<file path="config.mk">
export PLATFORM = sky130hd
export DESIGN_NAME = idex_hazard_unit
export DESIGN_NICKNAME = d
export VERILOG_FILES = /design/src/rtl/idex_hazard_unit.sv
export SDC_FILE = /design/constraint.sdc
export NUM_CORES = 1
export LEC_CHECK = 0
export ABC_CLOCK_PERIOD_IN_PS = 8300
export BUFFER_PORTS_ARGS = -buffer_cell sky130_fd_sc_hd__buf_2
export CAP_MARGIN = 20
export CORE_MARGIN = 2
export CORE_UTILIZATION = 57
export DETAILED_ROUTE_END_ITERATION = 6
export PLACE_DENSITY = 0.83
export SLEW_MARGIN = 20
export SYNTH_ARGS = -nofsm -noshare
export SYNTH_HDL_FRONTEND = slang
export SYNTH_SLANG_ARGS = --single-unit
</file>
<file path="constraint.sdc">
create_clock -name clk -period 8.3 [get_ports clk]
set_input_delay 1.66 -clock clk [delete_from_list [all_inputs] [get_ports clk]]
set_output_delay 1.66 -clock clk [all_outputs]
set_load 0.01 [all_outputs]
</file>
<file path="src/rtl/idex_hazard_unit.sv">
// idex_hazard_unit: read-after-write hazard detection and bubble control for
// the ID/EX boundary of an in-order pipeline without forwarding. Tracks the
// destination registers of instructions in EX and MEM. It stalls IF/ID and
// zeroes ID/EX on a hazard, flushes on a taken branch, and freezes everything
// while memory is not ready.
module idex_hazard_unit (
    input  logic        clk,
    input  logic        rst,
    input  logic        id_valid,
    input  logic [4:0]  id_rs1,
    input  logic [4:0]  id_rs2,
    input  logic        id_use_rs1,
    input  logic        id_use_rs2,
    input  logic [4:0]  id_rd,
    input  logic        id_regwrite,
    input  logic        ex_branch_taken,
    input  logic        ext_stall,
    output logic        pc_write,
    output logic        ifid_write,
    output logic        ifid_flush,
    output logic        idex_zero,
    output logic [31:0] stall_cycles,
    output logic [31:0] flush_cycles
);

    localparam logic [4:0] REG_ZERO = 5'd0;

    typedef enum logic [2:0] {
        P_RESET  = 3'd0,
        P_FREEZE = 3'd1,
        P_FLUSH  = 3'd2,
        P_STALL  = 3'd3,
        P_RUN    = 3'd4
    } prio_t;

    // In-flight writers. The register file is write-first, so a producer in
    // WB is already visible to ID. A WB slot could never match, so it is not
    // stored; the MEM entry simply retires on the next advance.
    logic       ex_valid_r;
    logic [4:0] ex_rd_r;
    logic       mem_valid_r;
    logic [4:0] mem_rd_r;

    logic [31:0] stall_cycles_r;
    logic [31:0] flush_cycles_r;

    logic  h1_s;
    logic  h2_s;
    logic  hazard_s;
    prio_t prio_s;

    // True when a valid in-flight writer targets source register rs (x0 never hazards)
    function automatic logic slot_hit(input logic valid, input logic [4:0] rd,
                                      input logic [4:0] rs);
        slot_hit = valid && (rd == rs) && (rs != REG_ZERO);
    endfunction

    // Hazard detection against the EX and MEM writers
    always_comb begin
        h1_s = id_valid && id_use_rs1 &&
               (slot_hit(ex_valid_r, ex_rd_r, id_rs1) || slot_hit(mem_valid_r, mem_rd_r, id_rs1));
        h2_s = id_valid && id_use_rs2 &&
               (slot_hit(ex_valid_r, ex_rd_r, id_rs2) || slot_hit(mem_valid_r, mem_rd_r, id_rs2));
        hazard_s = h1_s || h2_s;
    end

    // Priority resolution: reset, memory freeze, branch flush, hazard stall, run
    always_comb begin
        prio_s = P_RUN;
        if (rst) begin
            prio_s = P_RESET;
        end else if (ext_stall) begin
            prio_s = P_FREEZE;
        end else if (ex_branch_taken) begin
            prio_s = P_FLUSH;
        end else if (hazard_s) begin
            prio_s = P_STALL;
        end else begin
            prio_s = P_RUN;
        end
    end

    // Pipeline control outputs for the selected priority case
    always_comb begin
        pc_write   = 1'b1;
        ifid_write = 1'b1;
        ifid_flush = 1'b0;
        idex_zero  = 1'b0;
        case (prio_s)
            P_RESET: begin
                pc_write   = 1'b0;
                ifid_write = 1'b0;
                ifid_flush = 1'b1;
                idex_zero  = 1'b1;
            end
            P_FREEZE: begin
                pc_write   = 1'b0;
                ifid_write = 1'b0;
                ifid_flush = 1'b0;
                idex_zero  = 1'b0;
            end
            P_FLUSH: begin
                pc_write   = 1'b1;
                ifid_write = 1'b1;
                ifid_flush = 1'b1;
                idex_zero  = 1'b1;
            end
            P_STALL: begin
                pc_write   = 1'b0;
                ifid_write = 1'b0;
                ifid_flush = 1'b0;
                idex_zero  = 1'b1;
            end
            P_RUN: begin
                pc_write   = 1'b1;
                ifid_write = 1'b1;
                ifid_flush = 1'b0;
                idex_zero  = 1'b0;
            end
            default: begin
                pc_write   = 1'b0;
                ifid_write = 1'b0;
                ifid_flush = 1'b1;
                idex_zero  = 1'b1;
            end
        endcase
    end

    // Scoreboard advance: clear on reset, hold while frozen, otherwise shift
    // and load EX from ID (a bubble or an x0 write loads an invalid entry)
    always_ff @(posedge clk) begin
        if (rst) begin
            ex_valid_r  <= 1'b0;
            ex_rd_r     <= 5'd0;
            mem_valid_r <= 1'b0;
            mem_rd_r    <= 5'd0;
        end else if (ext_stall) begin
            ex_valid_r  <= ex_valid_r;
            ex_rd_r     <= ex_rd_r;
            mem_valid_r <= mem_valid_r;
            mem_rd_r    <= mem_rd_r;
        end else begin
            mem_valid_r <= ex_valid_r;
            mem_rd_r    <= ex_rd_r;
            if (idex_zero) begin
                ex_valid_r <= 1'b0;
                ex_rd_r    <= 5'd0;
            end else begin
                ex_valid_r <= id_valid && id_regwrite && (id_rd != REG_ZERO);
                ex_rd_r    <= id_rd;
            end
        end
    end

    // Performance counters: stall and flush cycles, wrapping modulo 2^32
    always_ff @(posedge clk) begin
        if (rst) begin
            stall_cycles_r <= 32'd0;
            flush_cycles_r <= 32'd0;
        end else begin
            if (prio_s == P_STALL) begin
                stall_cycles_r <= stall_cycles_r + 32'd1;
            end else begin
                stall_cycles_r <= stall_cycles_r;
            end
            if (prio_s == P_FLUSH) begin
                flush_cycles_r <= flush_cycles_r + 32'd1;
            end else begin
                flush_cycles_r <= flush_cycles_r;
            end
        end
    end

    assign stall_cycles = stall_cycles_r;
    assign flush_cycles = flush_cycles_r;

endmodule

</file>
==> Yosys cells after proc, flatten, opt, wreduce, memory -nomap -nowiden <==
Cells that the tools add are included.
{ "op_classes": {"n_eq_ne": 8, "muxes": 9, "n_reduce_logical": 23, "n_addsub": 2} }
{ "ops": {"columns": ["cell", "count"], "rows": [
  ["$add A32 B1 Y32 const B", 2],
  ["$eq A5 B5 Y1", 4],
  ["$reduce_bool A5 Y1", 3],
  ["$logic_and A1 B1 Y1", 14],
  ["$mux W3", 4],
  ["$eq A3 B2 Y1 const B", 2],
  ["$mux W5", 1],
  ["$mux W1", 4],
  ["$reduce_or A2 Y1", 2],
  ["$eq A3 B1 Y1 const B", 1],
  ["$eq A3 B3 Y1 const B", 1],
  ["$logic_or A1 B1 Y1", 3],
  ["$reduce_or A3 Y1", 1]
]} }
{ "totals": {"reg_bits": 76, "wordCells": 48, "input_bits": 23, "output_inout_bits": 68} }

==> Logic depth before layout (Yosys ltp) <==
Gate-level depths: netlist of run 1.
{ "depth": {"ltp_word": 13, "ltp_mapped": 9, "depth_no_buf": 7} }

==> Worst setup path after synthesis of run 1 <==
Ideal clock, no wire load.
{ "synth_timing": {"kind": "input -> output", "startpoint": "input port id_rs1[0]", "endpoint": "output port pc_write", "slack_ns": 3.052, "path_buffers": 3, "arrival_ns": 3.588, "stages": 8, "required_time_ns": 6.640, "path_cell_list": "or3_1 o311a_1 a22oi_1 clkbuf_1 clkbuf_1 nor2_1 nor3_1 buf_4"} }
{ "synth_via": {"elab_chain_cells": 13, "word_cells_on_any_way": 18, "classes_between": "4 x eq/ne; 5 x mux; 9 x reduce/logical"} }
{ "synth_lines": {"columns": ["element", "line_no", "rtl"], "rows": [
  ["start, declared", "10", "input logic [4:0] id_rs1,"],
  ["$eq A5 B5 Y1", "55", "slot_hit = valid && (rd == rs) && (rs != REG_ZERO);"],
  ["$logic_and A1 B1 Y1 (2 in a row)", "55", null],
  ["$logic_or A1 B1 Y1 (*)", "61", "(slot_hit(ex_valid_r, ex_rd_r, id_rs1) || slot_hit(mem_valid_r, mem_rd_r, id_rs1));"],
  ["$logic_and A1 B1 Y1 (*)", "60", "h1_s = id_valid && id_use_rs1 &&"],
  ["$logic_or A1 B1 Y1 (*)", "64", "hazard_s = h1_s || h2_s;"],
  ["$mux W3 (*)", "76", "end else if (hazard_s) begin"],
  ["$mux W3 (*)", "74", "end else if (ex_branch_taken) begin"],
  ["$mux W3 (*)", "72", "end else if (ext_stall) begin"],
  ["$mux W3 (*)", "70", "if (rst) begin"],
  ["$eq A3 B2 Y1 / $eq A3 B3 Y1 (equally long branches)", null, null],
  ["$reduce_or A2 Y1 (no source line) (*)", null, null],
  ["$mux W1 (*)", null, null],
  ["end, declared", "18", "output logic pc_write,"]
]} }
Every way passes the cells marked *; elsewhere a longest branch is shown, timed or not.

==> Worst setup path after layout of run 1 <==
{ "layout_timing": {"startpoint": "input port id_rs1[0]", "endpoint": "output port ifid_write"} }
{ "layout_via": {"elab_chain_cells": 13, "word_cells_on_any_way": 18, "classes_between": "4 x eq/ne; 5 x mux; 9 x reduce/logical"} }
{ "layout_lines": {"columns": ["element", "line_no", "rtl"], "rows": [
  ["$eq A5 B5 Y1", "55", null],
  ["$logic_and A1 B1 Y1 (2 in a row)", "55", null],
  ["$logic_or A1 B1 Y1 (*)", "61", null],
  ["$logic_and A1 B1 Y1 (*)", "60", null],
  ["$logic_or A1 B1 Y1 (*)", "64", null],
  ["$mux W3 (*)", "76", null],
  ["$mux W3 (*)", "74", null],
  ["$mux W3 (*)", "72", null],
  ["$mux W3 (*)", "70", null],
  ["$eq A3 B2 Y1 / $eq A3 B3 Y1 (equally long branches)", "89", "case (prio_s)"],
  ["$reduce_or A2 Y1 (no source line) (*)", null, null],
  ["$mux W1 (*)", "89", null],
  ["end, declared", "19", "output logic ifid_write,"]
]} }
Marks and branches as above.

==> impl_metrics.py, run 1 <==
metrics = {
    "final_layout": {
        "n_fill_cell": 538,
        "drive_gt1_frac": 0.2165,
        "stdcell_count": 599,
        "finish.utilization": 0.7029,
        "syn2layout_area_growth_pct": 19.27,
        "antenna_cells": 0,
        "nets": 543,
        "stdcell_area_mm2": 0.004438,
    },
    "clock_tree": {
        "path_clk_slew_ns": 0.08,
        "htreeDepth": 3,
        "cts_buffer_depth": 2,
        "cts_tree": "yes",
        "insertion_delay_ns": 0.35,
        "holdBufCountCts": 0,
        "ctsResizeCount": 0,
        "cts_sinks": 76,
        "cts_made_buffers": 9,
        "post-cts-setup-buffers": 0,
        "root_buffer": "clkbuf_8",
    },
    "yosys": {
        "netlist.top_cell.by_area": "dfxtp_1",
        "ys_async_sr_fraction": 0,
        "ys_ff_latch": 76,
        "synth_nets": 462,
        "ys_seq_area_frac": 0.4089,
        "synthFlopType": "dfxtp_1",
        "syn-cell-area_mm2": 0.003721,
        "synth_top_area_frac": 0.4089,
        "synth_area_leaders": "dfxtp_1 41%, xnor2_1 6.8%, xor2_1 4.7%, nor2_1 4.2%, a21oi_1 4.2%",
        "synth-edff-count": 0,
        "synth_cells": 437,
        "synth.most_common_cell": "dfxtp_1",
        "synth_cell_types": 39,
        "ys_top_cells_by_count": "76 x dfxtp_1, 42 x nor2_1, 31 x a21oi_1, 31 x nand2_1, 29 x xnor2_1",
        "avgSynthCellArea_um2": 8.515,
        "yosysWarnings": 0,
    },
    "drt": {
        "wl_per_cell_um": 14.77,
        "dr.first_iter.drc_count": 242,
        "drtPass1Iterations": 5,
        "drc": 0,
        "routed_wl_mm": 8.849,
        "avgViaCountPerCell": 5.918,
        "postRouteAntennaNets": 0,
        "vias": 3545,
    },
    "run": {
        "max_cap_viol_count": 0,
    },
    "placement": {
        "dpl.hpwl_mm": 5.954,
        "placedCellCount": 584,
        "place.gp.congestion": 0.9139,
        "io_buffer_count": 90,
        "pre_cts_slack_ns": 3.092,
        "place_area_mm2": 0.004199,
    },
    "global_routing": {
        "overflow": 0,
        "antenna_found_initial": 0,
        "grt_pass1_wl_mm": 14.59,
        "first_global_vias": 3261,
        "grt_usage": 0.2450,
        "grt_max_degree": 78,
    },
    "floorplanning": {
        "chipHeight_um": 84.80,
        "core_area_mm2": 0.006314,
        "pin_count": 91,
        "dieWidth_um": 84.80,
        "start_util": 0.5894,
        "rows": 29,
        "die_area_mm2": 0.007190,
    },
    "timing": {
        "fin_tns_setup_ns": 0,
        "fin_crit_ns": 5.194,
        "hold_viol_final": 0,
        "skew_ns": 0.01585,
        "maxSlewHeadroom": 0.4829,
        "setup_viol": 0,
        "fmax_mhz": 192.5,
        "whs_ns": 0.4877,
        "final.setup.worst_slack_ns": 3.106,
        "min_period_over_period": 0.6258,
        "rsz0062_at_grt": "false",
        "tightest_slew_ns": 0.7756,
        "drv_slew": 0,
    },
    "setup_path": {
        "path_delay_family": "buffers and inverters",
        "critical_path_buf_inv_count": 3,
        "slowest_stage": "buf_4",
        "arrival_ns": 3.53,
        "cp_common_cell": "buf_2",
        "reg2reg_slack_ns": 5.86,
        "end_kind": "output pin",
        "slowest_delay_ns": 0.47,
        "worstPathCellList": "buf_2, or3_1, o311a_1, a22oi_2, buf_4, nor2_1, nor3_1, buf_2",
        "cp.required_ns": 6.64,
        "crit_fanout": 66,
        "crit_type": "primary input to output pin",
        "worstSetupStartpointType": "primary input",
    },
    "power": {
        "pwr_density_cell_mw_per_mm2": 167.5,
        "vdd_drop_max_uv": 120.5,
        "total_power_uw": 743.6,
        "p_leak_nw": 1.703,
    },
    "status": {
        "run_status": "finished clean",
    },
    "worst_hold_path": {
        "hp-class": "flip-flop to flip-flop",
    },
}
-- path summary, 6_finish.rpt --
kind | from | endpoint | cells past startpoint
setup / recovery | id_rs1[0] | ifid_write | 8
hold / removal | stall_cycles[26]$_SDFFE_PP0N_ | stall_cycles[26]$_SDFFE_PP0N_ | 2
setup reg to reg | stall_cycles[0]$_SDFFE_PP0N_ | stall_cycles[28]$_SDFFE_PP0N_ | 7
hold reg to reg | stall_cycles[26]$_SDFFE_PP0N_ | stall_cycles[26]$_SDFFE_PP0N_ | 2
-- flip-flops by register name, indices dropped and copies added, names as in the netlist --
register / cells
flush_cycles: 32
ex_valid_r: 1
mem_rd_r: 5
mem_valid_r: 1
ex_rd_r: 5
stall_cycles: 32
-- power breakdown --
| part | internal (mW) | switching (mW) | total [mW] |
|---|---|---|---|
| combinational | 0.0154 | 0.0199 | 0.0354 |
| sequential | 0.367 | 0.00317 | 0.370 |
| clock | 0.207 | 0.132 | 0.338 |
-- cell type report --
cell class | instances | area [µm²] | area share
Multi-Input combinational cell | 337 | 2105 | 0.4742
Sequential cell | 76 | 1521 | 0.3428
Timing Repair Buffer | 93 | 473.0 | 0.1066
Clock buffer | 11 | 141.4 | 0.03186
Clock inverter | 4 | 97.59 | 0.02199
Tap cell | 77 | 96.34 | 0.02171
Inverter | 1 | 3.754 | 0.0008458
-- cells by family after synthesis --
family	after synthesis	synth area share
adder cells (fa/ha/maj)	2	0.006724
multiplexers	7	0.01917
AND/OR/NAND/NOR	200	0.2915
flip-flops	76	0.4089
AO/OA/AOI/OAI	79	0.1315
buffers and inverters	24	0.02690
XOR/XNOR	49	0.1153
-- placed cells by master (no fill, tap or decap), drive strengths merged --
cell	n
a21oi	31
a22o	6
a22oi	1
and2	7
and3	12
and4	5
buf	93
bufinv	3
clkbuf	11
clkinvlp	1
dfxtp	76
ha	2
inv	1
mux2	1
mux2i	6
nand2	31
nand2b	3
nand3	21
nand3b	1
nand4	22
nor2	42
nor2b	5
nor3	8
nor4	3
nor4bb	1
o21ai	17
o21ba	1
o21bai	1
o22ai	2
o311a	3
o31a	1
o31ai	16
or2	1
or3	22
or4	16
xnor2	29
xor2	20
-- layer usage --
layer	global-route usage	wire length [µm]	vias to the layer above
met4	0.07648	69	0
li1	-	-	1754
met1	0.3099	3875	1664
met3	0.07178	599	8
met2	0.4044	4304	119
met5	0	0	-
-- worst min-delay path, cell delays in order, from the launching register on --
cell and delay [ns]:
dfxtp_1 0.33, o31ai_1 0.06, a21oi_1 0.05
(Power assumes the default switching activity.)
==> inputs of run 2 (changes only) <==
Settings changed: ABC_AREA set to 1, ABC_CLOCK_PERIOD_IN_PS 8300 to 4600, CORE_UTILIZATION 57 to 50, PLACE_DENSITY 0.83 to 0.76.
Clock period 8.3 ns to 4.6 ns, I/O delays scaled along.
==> run 2 against run 1 <==
  * Count of clock-buffer cells in the layout up 1
  * Via count grew 32%
  * Area after synthesis rose by 19%
  * Non-clock buffer count decreased by 2
  * Clock power grew 77%
  * Combinational power increased to 2.6 times the previous value
  * Synthesized cell count grew 57%
  * Clock skew is 0.0018 ns lower
  * Global-route usage decreased by 0.83 points
  * Routed wire length increased by 31%
  * Setup slack worse by 1.7 ns
  * Largest power group unchanged
==> impl_metrics.py, run 2 <==
metrics = {
    "timing": {
        "min_period_over_period": 0.6838,
        "maxSlewHeadroom": 0.6151,
        "drv_slew": 0,
        "tightest_slew_ns": 0.5765,
        "fmax_mhz": 317.9,
        "fin_tns_setup_ns": 0,
        "skew_ns": 0.01406,
        "final.setup.worst_slack_ns": 1.455,
        "hold_viol_final": 0,
        "setup_viol": 0,
        "fin_crit_ns": 3.145,
        "rsz0062_at_grt": "false",
    },
    "yosys": {
        "synth_nets": 712,
        "yosysWarnings": 0,
        "ys_async_sr_fraction": 0,
        "synth_cell_types": 41,
        "netlist.top_cell.by_area": "dfxtp_1",
        "synth-edff-count": 0,
        "ys_top_cells_by_count": "206 x nand2_1, 78 x nor2_1, 76 x dfxtp_1, 72 x inv_1, 58 x a21oi_1",
        "synth_area_leaders": "dfxtp_1 34%, nand2_1 17%, nor2_1 6.6%, a21oi_1 6.5%, inv_1 6.1%",
        "syn-cell-area_mm2": 0.004437,
        "ys_seq_area_frac": 0.3429,
        "synth_cells": 687,
        "synth.most_common_cell": "nand2_1",
        "ys_ff_latch": 76,
        "synthFlopType": "dfxtp_1",
        "synth_top_area_frac": 0.3429,
        "avgSynthCellArea_um2": 6.458,
    },
    "worst_hold_path": {
        "hp-class": "flip-flop to flip-flop",
        "min_path_cells": 2,
    },
    "setup_path": {
        "path_delay_family": "buffers and inverters",
        "end_kind": "output pin",
        "cp_common_cell": "buf_2",
        "slowest_delay_ns": 0.42,
        "crit_fanout": 31,
        "cp.required_ns": 3.68,
        "worstSetupStartpointType": "primary input",
        "slowest_stage": "inv_2",
        "crit_type": "primary input to output pin",
        "critical_path_buf_inv_count": 3,
        "worst_r2r_path_depth": 12,
        "crit_cells": 6,
        "arrival_ns": 2.23,
        "worstPathCellList": "buf_2, inv_2, nand2_4, nor3_2, a21oi_1, buf_2",
    },
    "clock_tree": {
        "post-cts-setup-buffers": 0,
        "cts_made_buffers": 9,
        "cts_sinks": 76,
        "root_buffer": "clkbuf_8",
        "ctsResizeCount": 0,
        "holdBufCountCts": 0,
        "htreeDepth": 3,
        "cts_tree": "yes",
        "cts_buffer_depth": 2,
        "insertion_delay_ns": 0.35,
        "path_clk_slew_ns": 0.07,
    },
    "drt": {
        "wl_per_cell_um": 13.05,
        "wl_met1_mm": 5.507,
        "avgViaCountPerCell": 5.266,
        "top_layer_used": "met4",
        "met3WireLength_um": 638,
        "postRouteAntennaNets": 0,
        "drtPass1Iterations": 5,
        "drc": 0,
        "vias": 4671,
        "routed_wl_mm": 11.58,
        "dr.first_iter.drc_count": 207,
        "met2_length_mm": 5.282,
    },
    "final_layout": {
        "nets": 799,
        "syn2layout_area_growth_pct": 16.84,
        "final_common_cell": "nand2_1",
        "stdcell_count": 887,
        "antenna_cells": 0,
        "final_cell_mix": "206 x nand2_1, 90 x buf_2, 78 x nor2_1",
        "drive_gt1_frac": 0.1772,
    },
    "floorplanning": {
        "die_area_mm2": 0.009643,
        "chipHeight_um": 98.20,
        "rows": 34,
        "dieWidth_um": 98.20,
        "pin_count": 91,
        "core_area_mm2": 0.008678,
        "start_util": 0.5112,
    },
    "placement": {
        "placedCellCount": 871,
        "place.gp.congestion": 0.9222,
        "dpl.hpwl_mm": 8.670,
        "io_buffer_count": 90,
        "pre_cts_slack_ns": 1.474,
    },
    "power": {
        "total_power_mw": 1.369,
        "pwr_density_cell_mw_per_mm2": 264.2,
        "p_leak_nw": 2.219,
        "vdd_drop_max_uv": 124.6,
    },
    "global_routing": {
        "grt_usage": 0.2367,
        "antenna_found_initial": 0,
        "grt_pass1_wl_mm": 19.02,
        "overflow": 0,
        "first_global_vias": 4156,
        "grt_max_degree": 48,
    },
    "run": {
        "max_cap_viol_count": 0,
    },
    "status": {
        "run_status": "finished clean",
    },
}
run 2: path summary, 6_finish.rpt:
kind | from | endpoint | slack, ns
max | rst | idex_zero | 1.45
min | flush_cycles[31]$_SDFFE_PP0N_ | flush_cycles[31]$_SDFFE_PP0N_ | 0.47
max reg2reg | ex_rd_r[2]$_SDFFE_PP0N_ | stall_cycles[21]$_SDFFE_PP0N_ | 2.46
min reg2reg | flush_cycles[31]$_SDFFE_PP0N_ | flush_cycles[31]$_SDFFE_PP0N_ | 0.47
run 2: final cells by class:
class / instances / area, µm²
Inverter: 83 / 314.1
Multi-Input combinational cell: 513 / 2520
Clock inverter: 4 / 70.07
Fill cell: 858 / 3495
Timing Repair Buffer: 91 / 457.9
Sequential cell: 76 / 1521
Tap cell: 108 / 135.1
Clock buffer: 12 / 165.2
run 2: tightest hold or removal path: stages (launching register included):
cell and delay, ns:
dfxtp_1 0.31, inv_1 0.06, a21oi_1 0.06
run 2: kinds of logic (layout without fill, tap and decap cells):
logic type | Yosys count | in the layout | synth area share
and+or+nand+nor | 387 | 387 | 0.3917
buffers and inverters | 98 | 190 | 0.08911
DFF | 76 | 76 | 0.3429
AOI/OAI and AO/OA | 95 | 95 | 0.1134
adders and majority gates | 2 | 2 | 0.005639
xor gates and xnor gates | 29 | 29 | 0.05725
run 2: power by group:
part / total (mW) / internal [mW] / leakage [nW] / switching, mW
clock network: 0.599 / 0.349 / 0.122 / 0.250
logic: 0.0926 / 0.0326 / 1.48 / 0.0599
registers: 0.678 / 0.667 / 0.614 / 0.0105
total: 1.37 / 1.05 / 2.22 / 0.321
run 2: metal layers:
layer / GRT usage / vias to the layer above
li1: - / 2379
met1: 0.3233 / 2123
met2: 0.3867 / 152
met3: 0.03436 / 17
met4: 0.07798 / 0
met5: 0 / -
run 2: per-stage QoR:
stage / instance area, µm² / hold WS [ns] / util
floorplan: 4437 / 0.4661 / -
global placement: 4949 / 0.4545 / 0.5702
detailed placement: 4949 / 0.4619 / 0.5702
CTS: 5184 / 0.4757 / 0.5973
global route: 5184 / 0.5063 / 0.5973
finish: 5184 / 0.4700 / 0.5973
==> inputs of run 3 (changes only) <==
Settings changed: ABC_CLOCK_PERIOD_IN_PS 4600 to 3070, CORE_UTILIZATION 50 to 55, PLACE_DENSITY 0.76 to 0.79.
Clock period 4.6 ns to 3.07 ns, I/O delays scaled along.
==> run 3 against run 2 <==
  * First-iteration DRC count is 18% higher
  * Via count is 1.0% higher
  * Sequential power is 50% higher
  * Combinational power is 53% higher
  * Register-to-register slack worse by 1.3 ns
  * Non-clock buffer count is 2 higher
  * Setup slack worse by 0.96 ns
  * Flip-flop and latch count stayed put
  * Power is 48% higher
  * Count of clock-buffer cells in the layout is 3 lower
  * Critical path type unchanged
  * Largest cell class unchanged
==> impl_metrics.py, run 3 (synthesis results as in run 2) <==
metrics = {
    "status": {
        "run_status": "finished clean",
    },
    "clock_tree": {
        "ctsResizeCount": 0,
        "cts_made_buffers": 9,
        "root_buffer": "clkbuf_8",
        "post-cts-setup-buffers": 0,
        "path_clk_slew_ns": 0.08,
        "cts_buffer_depth": 2,
        "cts_sinks": 76,
        "holdBufCountCts": 0,
        "cts_tree": "yes",
        "insertion_delay_ns": 0.35,
        "htreeDepth": 3,
    },
    "timing": {
        "hold_viol_final": 0,
        "skew_ns": 0.01248,
        "setup_viol": 0,
        "final.setup.worst_slack_ns": 0.4926,
        "tightest_slew_ns": 0.5151,
        "maxSlewHeadroom": 0.6540,
        "min_period_over_period": 0.8396,
        "whs_ns": 0.4713,
        "rsz0062_at_grt": "false",
        "fmax_mhz": 388.0,
        "fin_crit_ns": 2.577,
        "fin_tns_setup_ns": 0,
        "drv_slew": 0,
    },
    "setup_path": {
        "cp.required_ns": 2.46,
        "crit_cells": 10,
        "slowest_delay_ns": 0.33,
        "crit_type": "primary input to output pin",
        "end_kind": "output pin",
        "crit_fanout": 7,
        "arrival_ns": 1.96,
        "critical_path_buf_inv_count": 3,
        "worstSetupStartpointType": "primary input",
        "path_delay_family": "simple AND/OR/NAND/NOR gates",
        "worst_r2r_path_depth": 12,
        "slowest_stage": "nor3_2",
        "worstPathCellList": "buf_2, nor3_1, nand3_1, nand3_1, inv_1, nand2_1, nand2_2, nor3_2, a21oi_1, buf_2",
    },
    "placement": {
        "placedCellCount": 867,
        "place_area_mm2": 0.004956,
        "place.gp.congestion": 0.9266,
        "pre_cts_slack_ns": 0.4917,
        "dpl.hpwl_mm": 8.783,
        "io_buffer_count": 90,
    },
    "final_layout": {
        "final_cell_mix": "206 x nand2_1, 90 x buf_2, 78 x nor2_1",
        "finish.utilization": 0.6667,
        "stdcell_area_mm2": 0.005179,
        "drive_gt1_frac": 0.1793,
        "antenna_cells": 0,
        "final_common_cell": "nand2_1",
        "stdcell_count": 883,
        "nets": 801,
        "syn2layout_area_growth_pct": 16.72,
    },
    "global_routing": {
        "grt_pass1_wl_mm": 19.54,
        "grt_max_degree": 48,
        "antenna_found_initial": 0,
        "overflow": 0,
        "first_global_vias": 4296,
        "grt_usage": 0.2747,
    },
    "drt": {
        "vias": 4719,
        "routed_wl_mm": 11.66,
        "drc": 0,
        "postRouteAntennaNets": 0,
        "avgViaCountPerCell": 5.344,
        "dr.first_iter.drc_count": 244,
        "wl_per_cell_um": 13.21,
        "drtPass1Iterations": 4,
    },
    "worst_hold_path": {
        "min_path_cells": 2,
        "hp-class": "flip-flop to flip-flop",
    },
    "power": {
        "p_leak_nw": 2.203,
        "vdd_drop_max_uv": 197.6,
        "total_power_mw": 2.020,
        "pwr_density_cell_mw_per_mm2": 390.1,
    },
    "floorplanning": {
        "start_util": 0.5712,
        "die_area_mm2": 0.008801,
        "dieWidth_um": 93.82,
        "core_area_mm2": 0.007767,
        "chipHeight_um": 93.82,
        "rows": 32,
        "pin_count": 91,
    },
    "run": {
        "max_cap_viol_count": 0,
    },
}
-- run 3: area by class of cell --
type / instances / area, µm²
multi-input cells: 513 / 2520
repair buffers: 93 / 473.0
flip-flops and latches: 76 / 1521
inverters: 83 / 314.1
clock inverters: 7 / 98.84
fillers: 767 / 2589
clock buffers: 9 / 123.9
well taps: 102 / 127.6
-- run 3: worst paths after layout --
path | endpoint | startpoint | slack [ns]
setup / recovery | idex_zero | id_rs2[2] | 0.49
hold / removal | flush_cycles[31]$_SDFFE_PP0N_ | flush_cycles[31]$_SDFFE_PP0N_ | 0.47
setup reg to reg | stall_cycles[12]$_SDFFE_PP0N_ | ex_rd_r[3]$_SDFFE_PP0N_ | 1.11
hold reg to reg | flush_cycles[31]$_SDFFE_PP0N_ | flush_cycles[31]$_SDFFE_PP0N_ | 0.47
-- run 3: metal layers --
metal	wire length, µm	share of wire	track usage
met1	5202	0.45	0.3646
met2	5554	0.48	0.4607
met5	0	0	0
met4	155	0.013	0.08696
met3	749	0.064	0.03852
-- run 3: power breakdown --
part | total, mW | switching (mW) | internal (mW)
logic | 0.142 | 0.0918 | 0.0500
clock network | 0.862 | 0.402 | 0.460
registers | 1.02 | 0.0170 | 1.00
total | 2.02 | 0.510 | 1.51
-- run 3: worst min-delay path: stages, from the launching register on --
cell and delay [ns]:
dfxtp_1 0.32, inv_1 0.06, a21oi_1 0.06
